### src/rtl/mdu_iter.sv
// rtl/mdu_iter.sv - iterative RV32M multiply/divide unit
//
// Purpose: takes the two register-file operands of an M-extension op, runs a
// 32-step shift-add multiply or restoring divide on operand magnitudes, then
// fixes up signs and returns the result with its destination register and a
// one-cycle write strobe. Divide-by-zero and signed overflow finish without
// entering RUN.
//
// Ports:
//   clk, rst        clock, synchronous active-high reset
//   start           issue request, sampled only in IDLE
//   funct3          op select (MUL, MULH, MULHSU, MULHU, DIV, DIVU, REM, REMU)
//   rs1_data        dividend / multiplicand
//   rs2_data        divisor / multiplier
//   rd_in           destination register index
//   busy            high in RUN and DONE, the core stalls on it
//   done            one-cycle pulse, result and rd_out valid
//   reg_write       register-file write enable, equal to done
//   result          computed value, held after DONE
//   rd_out          destination index held with result

module mdu_iter #(
  parameter int XLEN = 32
) (
  input  logic            clk,
  input  logic            rst,
  input  logic            start,
  input  logic [2:0]      funct3,
  input  logic [XLEN-1:0] rs1_data,
  input  logic [XLEN-1:0] rs2_data,
  input  logic [4:0]      rd_in,
  output logic            busy,
  output logic            done,
  output logic            reg_write,
  output logic [XLEN-1:0] result,
  output logic [4:0]      rd_out
);

  localparam int W = XLEN;
  localparam logic [W-1:0] MIN_NEG = {1'b1, {(W-1){1'b0}}};

  typedef enum logic [1:0] {S_IDLE, S_RUN, S_DONE} state_t;

  state_t         state_q, state_d;
  logic [5:0]     cnt_q, cnt_d;
  logic [2:0]     op_q, op_d;
  logic [W-1:0]   opnd_q, opnd_d;     // multiplicand (mul) or divisor (div) magnitude
  logic [2*W-1:0] acc_q, acc_d;       // mul: {high, multiplier/low}; div: low half is dividend/quotient
  logic [W-1:0]   rem_q, rem_d;       // partial remainder
  logic           neg1_q, neg1_d;
  logic           neg2_q, neg2_d;
  logic [4:0]     rd_cap_q, rd_cap_d;
  logic [W-1:0]   result_q, result_d;
  logic [4:0]     rd_q, rd_d;

  // Incoming operand decode
  logic         s1_signed, s2_signed, in_neg1, in_neg2;
  logic [W-1:0] mag1, mag2, fast_res;
  logic         div_zero, div_ovf;

  assign s1_signed = (funct3 == 3'b001) || (funct3 == 3'b010) ||
                     (funct3 == 3'b100) || (funct3 == 3'b110);
  assign s2_signed = (funct3 == 3'b001) || (funct3 == 3'b100) || (funct3 == 3'b110);
  assign in_neg1   = s1_signed & rs1_data[W-1];
  assign in_neg2   = s2_signed & rs2_data[W-1];
  assign mag1      = in_neg1 ? (~rs1_data + 1'b1) : rs1_data;
  assign mag2      = in_neg2 ? (~rs2_data + 1'b1) : rs2_data;
  assign div_zero  = funct3[2] && (rs2_data == '0);
  assign div_ovf   = funct3[2] && !funct3[0] && (rs1_data == MIN_NEG) && (rs2_data == '1);
  // Divide-by-zero takes priority over overflow
  assign fast_res  = div_zero ? (funct3[1] ? rs1_data : '1)
                              : (funct3[1] ? '0 : MIN_NEG);

  // One shift-add step: add multiplicand to the high half if the current
  // multiplier bit is set, then shift the whole accumulator right by one.
  logic [W:0]     mul_sum;
  logic [2*W-1:0] mul_acc;
  assign mul_sum = {1'b0, acc_q[2*W-1:W]} + (acc_q[0] ? {1'b0, opnd_q} : '0);
  assign mul_acc = {mul_sum, acc_q[W-1:1]};

  // One restoring-division step: the 33-bit trial difference borrows into
  // bit W exactly when the shifted remainder is below the divisor.
  logic [W:0]   div_shift, div_diff;
  logic         div_ok;
  logic [W-1:0] div_rem, div_quo;
  assign div_shift = {rem_q, acc_q[W-1]};
  assign div_diff  = div_shift - {1'b0, opnd_q};
  assign div_ok    = ~div_diff[W];
  assign div_rem   = div_ok ? div_diff[W-1:0] : div_shift[W-1:0];
  assign div_quo   = {acc_q[W-2:0], div_ok};

  // Sign fix-up applied to the values of the final step
  logic [2*W-1:0] prod_s;
  logic [W-1:0]   quo_s, rem_s, fin_res;
  assign prod_s  = (neg1_q ^ neg2_q) ? (~mul_acc + 1'b1) : mul_acc;
  assign quo_s   = (neg1_q ^ neg2_q) ? (~div_quo + 1'b1) : div_quo;
  assign rem_s   = neg1_q ? (~div_rem + 1'b1) : div_rem;
  assign fin_res = op_q[2] ? (op_q[1] ? rem_s : quo_s)
                           : ((op_q == 3'b000) ? prod_s[W-1:0] : prod_s[2*W-1:W]);

  always_comb begin
    state_d  = state_q;
    cnt_d    = cnt_q;
    op_d     = op_q;
    opnd_d   = opnd_q;
    acc_d    = acc_q;
    rem_d    = rem_q;
    neg1_d   = neg1_q;
    neg2_d   = neg2_q;
    rd_cap_d = rd_cap_q;
    result_d = result_q;
    rd_d     = rd_q;
    unique case (state_q)
      S_IDLE: begin
        if (start) begin
          op_d     = funct3;
          neg1_d   = in_neg1;
          neg2_d   = in_neg2;
          rd_cap_d = rd_in;
          cnt_d    = '0;
          rem_d    = '0;
          opnd_d   = funct3[2] ? mag2 : mag1;
          acc_d    = {{W{1'b0}}, (funct3[2] ? mag1 : mag2)};
          if (div_zero || div_ovf) begin
            result_d = fast_res;
            rd_d     = rd_in;
            state_d  = S_DONE;
          end else begin
            state_d  = S_RUN;
          end
        end
      end
      S_RUN: begin
        cnt_d = cnt_q + 6'd1;
        if (op_q[2]) begin
          acc_d = {{W{1'b0}}, div_quo};
          rem_d = div_rem;
        end else begin
          acc_d = mul_acc;
        end
        if (cnt_q == 6'(W-1)) begin
          result_d = fin_res;
          rd_d     = rd_cap_q;
          state_d  = S_DONE;
        end
      end
      S_DONE:  state_d = S_IDLE;
      default: state_d = S_IDLE;
    endcase
  end

  always_ff @(posedge clk) begin
    if (rst) begin
      state_q  <= S_IDLE;
      cnt_q    <= '0;
      op_q     <= '0;
      opnd_q   <= '0;
      acc_q    <= '0;
      rem_q    <= '0;
      neg1_q   <= 1'b0;
      neg2_q   <= 1'b0;
      rd_cap_q <= '0;
      result_q <= '0;
      rd_q     <= '0;
    end else begin
      state_q  <= state_d;
      cnt_q    <= cnt_d;
      op_q     <= op_d;
      opnd_q   <= opnd_d;
      acc_q    <= acc_d;
      rem_q    <= rem_d;
      neg1_q   <= neg1_d;
      neg2_q   <= neg2_d;
      rd_cap_q <= rd_cap_d;
      result_q <= result_d;
      rd_q     <= rd_d;
    end
  end

  assign busy      = (state_q != S_IDLE);
  assign done      = (state_q == S_DONE);
  assign reg_write = done;
  assign result    = result_q;
  assign rd_out    = rd_q;

endmodule

### config.mk
export PLATFORM = sky130hd
export DESIGN_NAME = mdu_iter
export DESIGN_NICKNAME = d
export VERILOG_FILES = /design/src/rtl/mdu_iter.sv
export SDC_FILE = /design/constraint.sdc
export NUM_CORES = 1
export LEC_CHECK = 0
export ABC_AREA = 0
export CAP_MARGIN = 20
export CORE_UTILIZATION = 30
export DETAILED_ROUTE_END_ITERATION = 8
export MAX_ROUTING_LAYER = met4
export PLACE_DENSITY = 0.48
export SLEW_MARGIN = 20
export SYNTH_ARGS = -nofsm -noshare
export SYNTH_HDL_FRONTEND = slang
export SYNTH_SLANG_ARGS = --single-unit
### constraint.sdc
create_clock -name clk -period 14.1 [get_ports clk]
set_input_delay 1.41 -clock clk [delete_from_list [all_inputs] [get_ports clk]]
set_output_delay 1.41 -clock clk [all_outputs]
set_load 0.1 [all_outputs]
### After elaboration in Yosys (flattened, before gate mapping)

Index checks and enable logic that the tools add are counted.

* register bits: 183
* input bits: 75
* word-level logic and storage cells: 97

* add/sub/neg operators: 8
* equality and inequality tests: 13
* muxes and demuxes: 35
* bitwise gates (word level): 9
* reductions and logical operators: 21

Operator list (number)
* $mux W32: 19
* $mux W64: 3
* $add A32 B1 Y32 const B: 4
* $not A32 Y32: 4
* $pmux W32 S2: 2
* $pmux W64 S2: 1
* $add A64 B1 Y64 const B: 1
* $eq A32 B32 Y1 const B: 2
* $not A64 Y64: 1
* $add A32 B32 Y33: 1
* $sub A33 B32 Y33: 1
* $logic_not A32 Y1: 1
* $mux W5: 3
* $pmux W6 S2: 1
* $pmux W5 S2: 1
* $ne A2 B2 Y1 const B: 4
* $add A6 B1 Y6 const B: 1
* $eq A3 B3 Y1 const B: 2
* $eq A6 B5 Y1 const B: 1
* $logic_or A1 B1 Y1: 6
* $mux W2: 3
* $mux W6: 1
* $reduce_and A2 Y1: 3
* $logic_and A1 B1 Y1: 4
* 14 further kinds: 16

### Logic depth before layout (Yosys ltp)

Gate-level depths: netlist of run 1.

* depth after elaboration: 9
* depth in mapped cells: 23
* mapped depth without buffers: 21

### Worst setup path before layout of run 1

OpenSTA, ideal clock, no wires.

* path type: register -> register
* from: register acc_q[31]
* to: register result_q[26], in the netlist result[26]
* setup time: 133 ps
* data arrival time: 4774 ps
* required time: 13967 ps
* setup slack: 9193 ps
* cell stages (with the launch flop): 23
* path buffers: 2
* clock period less this slack: 4907 ps
* path through: dfxtp_1 -> clkbuf_1 -> inv_1 -> ha_1 -> fa_1 -> nor2b_1 -> o211ai_2 -> a311o_1 -> a211oi_2 -> o21a_2 -> nor2_2 -> inv_2 -> clkbuf_1 -> o21ai_0 -> inv_1 -> ha_1 -> inv_1 -> nor4_1 -> a2bb2oi_2 -> nand2_1 -> o311a_1 -> o211ai_1 -> a311oi_1

* longest elaborated chain between the ends: 9
* elaborated cells between the ends (all ways): 17

Ends and longest elaborated chain
* start: declaration: line 48 `logic [2*W-1:0] acc_q, acc_d;`
* start signal: assignment: line 158 `acc_q <= '0;`
* start signal: assignment: line 170 `acc_q <= acc_d;`
* $sub A33 B32 Y33: line 87 `assign div_diff = div_shift - {1'b0, opnd_q};`
* $mux W32 / $not A1 Y1 (equally long branches): line 89, 88
* $not A32 Y32, on equally long branches: line 97, 96
* $add A32 B1 Y32, on equally long branches: line 97, 96
* $mux W32, on equally long branches: line 97, 96
* $mux W32: line 98 `assign fin_res = op_q[2] ? (op_q[1] ? rem_s : quo_s)`
* $mux W32 *: line 98
* $mux W32 *: line 141 `if (cnt_q == 6'(W-1)) begin`
* $pmux W32 S2 *: line 113 `unique case (state_q)`
* end signal: assignment: line 175 `result_q <= result_d;`
* end: declaration: line 53 `logic [W-1:0] result_q, result_d;`

Mark *: on every way between the ends. The rest lies on a longest branch, timed or not. The select of a mux whose other input is x is not followed.
A chain may end at the register's enable or synchronous reset.

### Final worst setup path of run 1

Same ends and word-level chain as after synthesis.

==> summary.md, run 1 <==
Power
* 0.0000915 V — Max rail drop VDD
* 44.3% — Sw Ratio
* 32.5% — sequential power share
* 7.47 nW — standby leakage power
* 27.6% — power share of the clock group
* 39.9% — part of the total power dissipated in combinational logic
* 0.00103 W — internal power component
* 0.000817 W — total net switching power
* 89.6 mW/mm^2 — cell area power density

Synth
* 0 — Synth Warn #
* 31.2% — Synth Area in Compound Gates
* 5.06% — adder-cell share of the synthesized area
* 0 — count of flip-flops with a built-in enable after synthesis
* nor2_1 — most used standard cell by instance count after synthesis
* 25.1% — area fraction in and, or, nand and nor cells after synthesis
* 3.61% — multiplexer fraction of the synthesized cell area
* dfxtp_1 — cell accounting for the most synthesized area
* 0% — fraction of registers with async set/reset
* dfxtp_1 20%, nor2_1 7.4%, a21oi_1 6.7% — top cells by area, synth
* 9.26% — synthesized-area fraction occupied by xor and xnor cells
* 99 — number of distinct standard cells referenced by the synthesized netlist
* 2780 — Synth Net Count
* 20.0% — Yosys top cell area share
* 183 — number of register bits inferred by synthesis
* 20.0% — proportion of synthesized chip area in sequential cells
* 0.0183 sq mm — area of the mapped netlist
* dfxtp_1 — most used flip-flop cell after synthesis
* compound AO/OA/AOI/OAI gates — combinational family with the most area after synthesis
* 360 x nor2_1, 253 x nand2_1, 244 x a21oi_1 — list of most frequent post-synthesis cells
* 6.97 sq um — synthesized area divided by synthesized cell count
* 2632 — Synth Instances

Critical path
* 6.49 ns — data arrival time of the critical path
* 21 — length in cells of the worst reg-to-reg path
* 7.91 ns — internal reg-to-reg setup slack
* result[26]$_SDFFE_PP0P_ — terminus of the critical flop-to-flop path
* 0.54 ns — maximum single-stage delay on the critical path
* flop — sort of element at the start of the critical path
* acc_q[31]$_SDFFE_PP0P_ — startpoint of the worst register-to-register path
* dfxtp_1 — cell with the biggest individual delay on the critical path
* result[26]$_SDFFE_PP0P_ — end of the critical path
* flop to flop — Setup CP Type
* inv_1 — cell occurring most often along the worst timing path
* 45 — Worst Path Max Fanout
* acc_q[31]$_SDFFE_PP0P_ — worst setup path start
* 14.41 ns — required time reported for the critical path endpoint
* inv_1 -> ha_1 -> fa_1 -> nor2b_1 -> o211ai_2 -> a311o_1 -> a211oi_2 -> o21a_2 -> nor2_4 -> inv_2 -> buf_4 -> o21ai_0 -> inv_1 -> ha_1 -> inv_1 -> nor4_1 -> a2bb2oi_2 -> nand2_1 -> o311a_1 -> o211ai_1 -> a311oi_1 — cells along the critical path
* flop — element type at the critical path end

CTS
* clkbuf_16 — Clock Root Buffer
* 2 — Max Buffers Root-to-Sink
* 0.08 ns — Clock transition at path regs
* 183 — TritonCTS Sinks
* 0 — Post-CTS Setup Bufs
* yes — clock tree from TritonCTS
* 17 — number of buffers inserted during clock tree synthesis
* 0.48 ns — latest clock arrival within the worst-skew pair
* 0 — post-cts hold buffer count
* 4 — Max H-tree Level
* 0 — cells resized by post-CTS repair

STA
* 43.9% — fin crit share
* 7.91 ns — worst-case setup margin in the final layout
* 0.162 GHz — Max Clk Rate
* 0 — Final Hold Fails
* 0 ns — TNS Setup
* 23.5% — worst slew slack as a fraction of its limit
* 0 — final setup violation count
* 0.0116 ns — Final Skew
* 1.15 ns — slew at the pin with the worst max-slew slack
* no — setup repair after global routing missed its margin
* 0 — Max Slew Vio Count
* 6.19 ns — min Tclk post-route

Status
* completed — outcome

Die
* 0.0621 sq mm — die area
* 0.0604 sq mm — core region area
* 30.4% — initial core utilization
* 249 um — die height
* 249 um — Die X-Extent
* 90 — Cell Rows
* 115 — top-level port count

Final layout
* 5.10% — share of final-layout standard cells stronger than drive strength 1
* 2745 — number of nets in the layout
* 6522 — filler cell count
* 12.2% — area growth from synthesis to layout

Worst hold path
* flop to flop — hold crit path type
* opnd_q[7]$_SDFFE_PP0P_ — hold wc startpoint

Route
* 0 — ANT nets after route
* 82.5 mm — overall routed net length
* 6.01 — routed via count divided by cell count
* 6 — Initial DRT Pass Iterations
* 0 — drc violations
* 24.3 um — average routed wire per standard cell
* 2057 — number of DRC markers in iteration 0
* 20400 — total number of vias

Global route
* 0 — overflow left after global routing
* 26.6% — all-layer global routing usage
* 1 — antenna violations before repair
* 123 mm — global-route wire length before repair
* 98 — pin count of the biggest net entering global routing
* 18800 — vias in the first global route

Placement
* 8.06 ns — pre-CTS setup slack
* 0.968 — Final Wtd Congestion
* 114 — input/output buffers
* 63.5 mm — final HPWL from detailed placement

Job
* 0 — max-cap violation count

[power groups by stage]
stage | sequential [W] | combinational, W | clock [W]
floorplan | 0.000624 | 0.000456 | 0
global placement | 0.000609 | 0.000717 | 0
detailed placement | 0.000610 | 0.000718 | 0
CTS | 0.000597 | 0.000721 | 0.000516
global route | 0.000603 | 0.000786 | 0.000533
finish | 0.000600 | 0.000736 | 0.000510
[final cells by class]
| type | instances | area, sq um | share of cell area [%] |
|---|---|---|---|
| repair buffers | 149 | 1400 | 6.82 |
| multi-input cells | 2175 | 13700 | 66.5 |
| clock buffers | 17 | 425 | 2.07 |
| well taps | 782 | 978 | 4.75 |
| diodes | 1 | 2.50 | 0.0122 |
| clock inverters | 15 | 164 | 0.796 |
| inverters | 71 | 267 | 1.29 |
| flip-flops and latches | 183 | 3660 | 17.8 |
[flip-flops by register name (all words and copies together), names as in the netlist]
register,flops
acc_q,64
opnd_q,32
rem_q,32
result,32
cnt_q,6
rd_cap_q,5
rd_out,5
op_q,3
state_q,2
neg1_q,1
neg2_q,1
[layer usage]
layer  routed length [um]  vias to the layer above  part of all wire, %  GRT usage, %
met2                34800                      927                   42          38.4
met3                 6040                      126                  7.3          3.61
met4                 3650                        0                  4.4          12.0
met5                    0                        -                    0             -
met1                38000                     9791                   46          36.7
li1                     -                     9546                    -             -
[critical path: cells and delay by family (launching register included)]
kind | cells | cell delay [ns]
adders and majority gates | 3 | 0.88
buffers and inverters | 5 | 0.80
and+or+nand+nor | 4 | 1.07
AOI/OAI and AO/OA | 9 | 2.73
DFF | 1 | 0.54
[worst min path at each step]
stage / depth (start not counted) / slack, ns / endpoint
6_report: 2 / 0.45 / opnd_q[7]$_SDFFE_PP0P_
3_5_place_dp: 2 / 0.45 / opnd_q[7]$_SDFFE_PP0P_
3_3_place_gp: 2 / 0.44 / opnd_q[4]$_SDFFE_PP0P_
4_1_cts: 2 / 0.45 / opnd_q[5]$_SDFFE_PP0P_
2_1_floorplan: 2 / 0.43 / opnd_q[10]$_SDFFE_PP0P_
5_1_grt: 2 / 0.47 / opnd_q[23]$_SDFFE_PP0P_
[cell usage in the layout (no fill, tap or decap), types with 34 or more instances in the layout]
cell             instances
clkdlybuf4s50_1        112
a211oi_1                93
buf_4                   34
nand2_1                252
ha_1                    71
nor2_1                 356
mux2i_1                 56
xor2_1                  86
o21ai_0                151
xnor2_1                107
nor3_1                  70
a22oi_1                 43
a21oi_1                244
nor4_1                  35
dfxtp_1                182
inv_1                   70
o211ai_1                64
nand4_1                 38
nand3_1                 43
[kinds of logic (layout without fill, tap and decap cells)]
family | Yosys count | count (layout)
compound gates | 864 | 864
xor+xnor | 194 | 194
fa+ha+maj | 73 | 73
buf+inv | 274 | 252
flops | 183 | 183
mux | 65 | 65
other cells | 0 | 1
simple gates | 979 | 979
[per-stage QoR]
step / total power (W) / utilization (%) / hold WS [ns] / cells / area, sq um
detailed placement: 0.00133 / 33.1 / 0.445 / 3360 / 20000
global route: 0.00192 / 34.1 / 0.475 / 3393 / 20600
floorplan: 0.00108 / - / 0.432 / 2632 / 18300
CTS: 0.00183 / 34.1 / 0.455 / 3392 / 20600
finish: 0.00184 / 34.1 / 0.454 / 3393 / 20600
global placement: 0.00133 / 33.1 / 0.441 / 3358 / 20000
No activity file was read; power rests on OpenSTA's default activity.
==> inputs of run 2 (changes only) <==
==> constraint.sdc (replaced) <==
create_clock -name clk -period 5.91 [get_ports clk]
set_input_delay 0.591 -clock clk [delete_from_list [all_inputs] [get_ports clk]]
set_output_delay 0.591 -clock clk [all_outputs]
set_load 0.1 [all_outputs]
==> run 2 against run 1 <==
Net effect:
- critical path depth down 5
- setup slack worse by 7.6 ns
- largest power group unchanged
- clock power grew 140%
- clock-buffer cell count increased by 1
- non-clock buffer count up 10
- critical path type unchanged
- design area up 0.35%
- largest cell class unchanged
- hold slack got worse by 0.0046 ns
==> summary.md, run 2 (same netlist as run 1, synthesis figures left out) <==
CTS
* 0 — Post-CTS Setup Bufs, unchanged
* 0 — post-cts hold buffer count, unchanged
* 2 — Max Buffers Root-to-Sink, unchanged
* 0.48 ns — latest clock arrival within the worst-skew pair, about the same
* yes — clock tree from TritonCTS
* clkbuf_16 — Clock Root Buffer
* 0 — cells resized by post-CTS repair, unchanged
* 17 — number of buffers inserted during clock tree synthesis, unchanged
* 0.08 ns — Clock transition at path regs, about the same
* 4 — Max H-tree Level, unchanged
* 183 — TritonCTS Sinks, unchanged

Power
* 32.4% — sequential power share, about the same
* 27.3% — power share of the clock group, -0.3 points
* 44.7% — Sw Ratio, +0.42 points
* 213 mW/mm^2 — cell area power density, +140%
* 0.000204 V — Max rail drop VDD, +120%
* 0.00243 W — internal power component, +140%
* 40.3% — part of the total power dissipated in combinational logic, +0.4 points
* 7.51 nW — standby leakage power, +0.57%
* 0.00197 W — total net switching power, +140%

Die
* 30.4% — initial core utilization, unchanged
* 0.0621 sq mm — die area, unchanged
* 249 um — Die X-Extent, unchanged
* 0.0604 sq mm — core region area, unchanged
* 115 — top-level port count, unchanged
* 90 — Cell Rows, unchanged
* 249 um — die height, unchanged

STA
* no — setup repair after global routing missed its margin
* 0.449 ns — worst hold slack, -0.00456 ns
* 0 ns — TNS Setup, unchanged
* 0 — Max Slew Vio Count, unchanged
* 0 — final setup violation count, unchanged
* 0 — Final Hold Fails, unchanged
* 0.178 GHz — Max Clk Rate, +10%
* 5.61 ns — min Tclk post-route, -0.576 ns
* 30.3% — worst slew slack as a fraction of its limit, +6.8 points
* 94.9% — fin crit share, +51 points
* 0.0125 ns — Final Skew, +0.000835 ns
* 1.04 ns — slew at the pin with the worst max-slew slack, -0.103 ns

Critical path
* 6.30 ns — required time reported for the critical path endpoint, -8.11 ns
* flop to flop — Setup CP Type
* acc_q[0]$_SDFFE_PP0P_ — startpoint of the worst register-to-register path
* buf_4 — cell occurring most often along the worst timing path
* 0.61 ns — maximum single-stage delay on the critical path, +0.07 ns
* flop — element type at the critical path end
* 6.00 ns — data arrival time of the critical path, -0.49 ns
* acc_q[0]$_SDFFE_PP0P_ — worst setup path start
* 16 — length in cells of the worst reg-to-reg path, -24%
* or4b_1 — cell with the biggest individual delay on the critical path
* result[30]$_SDFFE_PP0P_ — terminus of the critical flop-to-flop path
* flop — sort of element at the start of the critical path
* 16 — Crit path depth, -24%
* compound AO/OA/AOI/OAI gates — family of cells with the greatest summed delay on the critical path
* 17 — Worst Path Max Fanout, -62%
* 0.30 ns — internal reg-to-reg setup slack, -7.61 ns
* result[30]$_SDFFE_PP0P_ — end of the critical path
* 3 — number of buffers and inverters on the critical path, -2
* inv_1 -> buf_4 -> nor2_1 -> ha_1 -> a21oi_1 -> o21bai_1 -> a221o_1 -> o31a_1 -> a21boi_1 -> o311ai_1 -> buf_4 -> or4b_1 -> o41a_1 -> xor2_1 -> nand2_1 -> a311oi_1 — cells along the critical path

Final layout
* 355 x nor2_1, 252 x nand2_1, 244 x a21oi_1 — commonest cells after routing, fill and taps aside
* 12.6% — area growth from synthesis to layout
* nor2_1 — commonest non-fill, non-tap cell in the layout
* acc_q — Top reg by flops
* 6536 — filler cell count, +0.21%
* 34.2% — final core utilization, +0.12 points
* 2755 — number of nets in the layout, +0.36%
* 0 — Antenna Cells, -1
* 5.46% — share of final-layout standard cells stronger than drive strength 1, +0.36 points
* 64 — Largest register FFs, unchanged

Global route
* 133 — pin count of the biggest net entering global routing, +36%
* 0 — overflow left after global routing, unchanged
* 18800 — vias in the first global route, -0.24%
* 126 mm — global-route wire length before repair, +2.4%
* 27.4% — all-layer global routing usage, +0.79 points
* 0 — antenna violations before repair, -1

Job
* 0 — max-cap violation count, unchanged

Route
* 84.9 mm — overall routed net length, +2.9%
* 20400 — total number of vias, +0.26%
* 8 — Initial DRT Pass Iterations, +2
* 24.9 um — average routed wire per standard cell, +2.6%
* 0 — ANT nets after route, unchanged
* 6.01 — routed via count divided by cell count, about the same
* 0 — drc violations, unchanged
* 2236 — number of DRC markers in iteration 0, +8.7%

Placement
* 66.2 mm — final HPWL from detailed placement, +4.1%
* 0.981 — Final Wtd Congestion, +1.4%
* 114 — input/output buffers, unchanged

Worst hold path
* flop to flop — hold crit path type

Status
* completed — outcome

## run 2: cell count changes in the layout (fill, tap and decap cells not counted), sizes merged
cell | previous run | this run
clkbuf | 17 | 18
clkinv | 7 | 4
clkinvlp | 1 | 3
buf | 37 | 47
diode | 1 | 0
bufinv | 1 | 0
inv | 77 | 78
## run 2: tightest hold or removal path: cells and delay by family, from the launching register on
family	cells	cell delay, ns
flip-flops	1	0.31
AND/OR/NAND/NOR	1	0.05
AO/OA/AOI/OAI	1	0.05
## run 2: stage by stage
stage | std cells | setup slack [ns] | total power (W) | instance area, sq um
3_3_place_gp | 3370 | 0.386 | 0.00318 | 20100
3_5_place_dp | 3370 | 0.295 | 0.00318 | 20100
5_1_grt | 3402 | 0.0663 | 0.00459 | 20700
2_1_floorplan | 2632 | 1.00 | 0.00258 | 18300
6_report | 3402 | 0.300 | 0.00440 | 20700
4_1_cts | 3402 | 0.247 | 0.00438 | 20600
## run 2: worst min-delay path by stage
stage / from / end / slack, ns / cells after the start
floorplan: opnd_q[10]$_SDFFE_PP0P_ / opnd_q[10]$_SDFFE_PP0P_ / 0.43 / 2
global placement: rd_cap_q[3]$_SDFFE_PP0P_ / rd_cap_q[3]$_SDFFE_PP0P_ / 0.44 / 2
CTS: opnd_q[9]$_SDFFE_PP0P_ / opnd_q[9]$_SDFFE_PP0P_ / 0.45 / 2
detailed placement: opnd_q[9]$_SDFFE_PP0P_ / opnd_q[9]$_SDFFE_PP0P_ / 0.44 / 2
finish: opnd_q[7]$_SDFFE_PP0P_ / opnd_q[7]$_SDFFE_PP0P_ / 0.45 / 2
global route: opnd_q[19]$_SDFFE_PP0P_ / opnd_q[19]$_SDFFE_PP0P_ / 0.47 / 2
## run 2: power by group through the flow
| stage | Sequential [W] | Clock [W] | Combinational, W |
|---|---|---|---|
| floorplan | 0.00149 | 0 | 0.00109 |
| global placement | 0.00145 | 0 | 0.00173 |
| detailed placement | 0.00145 | 0 | 0.00173 |
| CTS | 0.00142 | 0.00122 | 0.00174 |
| global route | 0.00143 | 0.00127 | 0.00189 |
| finish | 0.00142 | 0.00120 | 0.00177 |
## run 2: metal layers
layer | wire length (um) | track usage [%] | vias up
met3 | 5860 | 2.82 | 108
met2 | 36700 | 41.1 | 905
met4 | 3260 | 10.4 | 0
met1 | 39000 | 37.8 | 9849
met5 | 0 | - | -
li1 | - | - | 9581
## run 2: cell type report
cell class,instances,area (sq um),area share [%]
multi-input cells,2175,13700,66.2
clock buffers,18,439,2.13
inverters,71,267,1.29
flip-flops and latches,183,3660,17.7
repair buffers,159,1490,7.20
well taps,782,978,4.74
clock inverters,14,135,0.654
==> inputs of run 3 (changes only) <==
--- a/config.mk
+++ b/config.mk
@@ -11,7 +11,6 @@
 export DETAILED_ROUTE_END_ITERATION = 8
 export MAX_ROUTING_LAYER = met4
 export PLACE_DENSITY = 0.48
-export SLEW_MARGIN = 20
 export SYNTH_ARGS = -nofsm -noshare
 export SYNTH_HDL_FRONTEND = slang
 export SYNTH_SLANG_ARGS = --single-unit
==> constraint.sdc (replaced) <==
create_clock -name clk -period 6.9 [get_ports clk]
set_input_delay 0.69 -clock clk [delete_from_list [all_inputs] [get_ports clk]]
set_output_delay 0.69 -clock clk [all_outputs]
set_load 0.1 [all_outputs]
==> run 3 against run 2 <==
Net effect:
- flip-flop and latch count unchanged
- critical path depth up 4
- fmax down 2.4%
- design area decreased by 0.43%
- critical path type unchanged
- highest routed layer unchanged
==> summary.md, run 3 (same netlist as run 1, synthesis figures left out) <==
Final layout
* 2744 — number of nets in the layout, -0.40%
* 12.1% — area growth from synthesis to layout
* 6514 — filler cell count, -0.34%
* 356 x nor2_1, 252 x nand2_1, 244 x a21oi_1 — commonest cells after routing, fill and taps aside
* 0.00366 sq mm — footprint of the flip-flops and latches, unchanged
* 5.02% — share of final-layout standard cells stronger than drive strength 1, -0.44 points
* 64 — Largest register FFs, unchanged
* 0.0137 sq mm — footprint of the multi-input gates, about the same
* acc_q — Top reg by flops
* nor2_1 — commonest non-fill, non-tap cell in the layout
* 3393 — non-filler cells in the finished layout, -0.26%
* 0.0206 sq mm — final instance area, -0.43%

STA
* 0.174 GHz — Max Clk Rate, -2.4%
* 0.0151 ns — Final Skew, +0.00264 ns
* 83.3% — fin crit share, -12 points
* 23.8% — worst slew slack as a fraction of its limit, -6.4 points
* 0.452 ns — worst hold slack, +0.00238 ns
* 0 — Max Slew Vio Count, unchanged
* no — setup repair after global routing missed its margin
* 0 ns — TNS Setup, unchanged
* 1.15 ns — worst-case setup margin in the final layout, +0.853 ns
* 0 — final setup violation count, unchanged
* 1.11 ns — slew at the pin with the worst max-slew slack, +0.0700 ns
* 5.75 ns — min Tclk post-route, +0.137 ns
* 0 — Final Hold Fails, unchanged

Job
* 0 — max-cap violation count, unchanged

Route
* 35.7 mm — routed length on met2, -2.7%
* 0 — drc violations, unchanged
* 1852 — number of DRC markers in iteration 0, -17%
* 5.11 mm — metal3 WL, -13%
* met4 — uppermost layer routed
* 5.92 — routed via count divided by cell count, -1.5%
* 0 — ANT nets after route, unchanged
* 24.3 um — average routed wire per standard cell, -2.4%
* 38.8 mm — post-route met1 wirelength, -0.65%
* 20100 — total number of vias, -1.7%
* 5 — Initial DRT Pass Iterations, -3
* 82.6 mm — overall routed net length, -2.7%

Critical path
* 6.06 ns — data arrival time of the critical path, +0.06 ns
* 1.15 ns — internal reg-to-reg setup slack, +0.85 ns
* flop to flop — Setup CP Type
* 7.21 ns — required time reported for the critical path endpoint, +0.91 ns
* acc_q[31]$_SDFFE_PP0P_ — startpoint of the worst register-to-register path
* result[26]$_SDFFE_PP0P_ — terminus of the critical flop-to-flop path
* flop — sort of element at the start of the critical path
* 20 — length in cells of the worst reg-to-reg path, +4
* 16 — Worst Path Max Fanout, -1
* flop — element type at the critical path end

Die
* 249 um — die height, unchanged
* 249 um — Die X-Extent, unchanged
* 0.0621 sq mm — die area, unchanged
* 0.0604 sq mm — core region area, unchanged
* 115 — top-level port count, unchanged
* 90 — Cell Rows, unchanged
* 30.4% — initial core utilization, unchanged

CTS
* 0.08 ns — Clock transition at path regs, about the same
* yes — clock tree from TritonCTS
* 4 — Max H-tree Level, unchanged
* 17 — number of buffers inserted during clock tree synthesis, unchanged
* 2 — Max Buffers Root-to-Sink, unchanged
* clkbuf_16 — Clock Root Buffer
* 0.48 ns — latest clock arrival within the worst-skew pair, about the same
* 0 — post-cts hold buffer count, unchanged
* 0 — cells resized by post-CTS repair, unchanged
* 0 — Post-CTS Setup Bufs, unchanged
* 183 — TritonCTS Sinks, unchanged

Placement
* 3359 — Placed Instances, -0.33%
* 0.0200 sq mm — total cell area at the placement stage, -0.43%
* 114 — input/output buffers, unchanged
* 0.931 — Final Wtd Congestion, -5.1%
* 1.04 ns — pre-CTS setup slack, +0.748 ns
* 63.9 mm — final HPWL from detailed placement, -3.5%

Power
* 0.000150 V — Max rail drop VDD, -26%
* 182 mW/mm^2 — cell area power density, -15%
* 7.45 nW — standby leakage power, -0.79%

Global route
* 120 — pin count of the biggest net entering global routing, -9.8%
* 0 — overflow left after global routing, unchanged
* 18500 — vias in the first global route, -1.6%
* 26.7% — all-layer global routing usage, -0.76 points
* 1 — antenna violations before repair, +1
* 122 mm — global-route wire length before repair, -2.8%

Worst hold path
* 2 — worst hold path cell count, unchanged
* flop to flop — hold crit path type
* opnd_q[4]$_SDFFE_PP0P_ — hold wc startpoint
* opnd_q[4]$_SDFFE_PP0P_ — WHS Endpoint

Status
* completed — outcome

## run 3: critical path, cell delays in order, from the launching register on
cell and delay [ns]:
dfxtp_1 0.57, inv_1 0.18, ha_1 0.24, fa_1 0.43, nor2b_1 0.29, o211ai_2 0.17, a311o_1 0.48, a211oi_2 0.37
o21a_2 0.41, nor2_4 0.08, inv_2 0.13, o21ai_0 0.16, inv_1 0.10, ha_1 0.23, inv_1 0.08, nor4_1 0.46
a2bb2oi_2 0.33, nand2_1 0.19, o311a_1 0.38, o211ai_1 0.19, a311oi_1 0.12
## run 3: layout make-up
| class | instances | area share [%] |
|---|---|---|
| Clock buffer | 18 | 2.14 |
| Clock inverter | 14 | 0.675 |
| Inverter | 71 | 1.30 |
| Antenna cell | 2 | 0.0243 |
| Tap cell | 782 | 4.76 |
| Timing Repair Buffer | 148 | 6.82 |
| Sequential cell | 183 | 17.8 |
| Multi-Input combinational cell | 2175 | 66.5 |
## run 3: where the power goes
part	internal (W)	leakage [nW]	switching (W)
logic	0.000467	5.68	0.00103
clock network	0.000488	0.279	0.000524
registers	0.00112	1.49	0.000106
## run 3: worst max path at each step
stage | startpoint | endpoint | slack (ns) | cells past startpoint
after floorplan | acc_q[31]$_SDFFE_PP0P_ | result[26]$_SDFFE_PP0P_ | 1.99 | 22
after CTS | acc_q[31]$_SDFFE_PP0P_ | result[26]$_SDFFE_PP0P_ | 1.26 | 20
after detailed placement | rs2_data[0] | result[31]$_SDFFE_PP0P_ | 1.04 | 14
after global placement | rs2_data[0] | result[31]$_SDFFE_PP0P_ | 1.12 | 14
final | acc_q[31]$_SDFFE_PP0P_ | result[26]$_SDFFE_PP0P_ | 1.15 | 20
after global routing | acc_q[31]$_SDFFE_PP0P_ | result[26]$_SDFFE_PP0P_ | 0.83 | 20
## run 3: metal layers
metal  GRT usage [%]  vias to the layer above
met4            10.5                        0
li1                -                     9550
met2            39.4                      777
met5               -                        -
met1            36.9                     9677
met3            3.06                       87
## run 3: metrics by stage
| step | power, W | utilization, % |
|---|---|---|
| after global placement | 0.00271 | 33.1 |
| final | 0.00374 | 34.1 |
| after detailed placement | 0.00271 | 33.1 |
| after floorplan | 0.00221 | - |
| after global routing | 0.00391 | 34.1 |
| after CTS | 0.00373 | 34.1 |
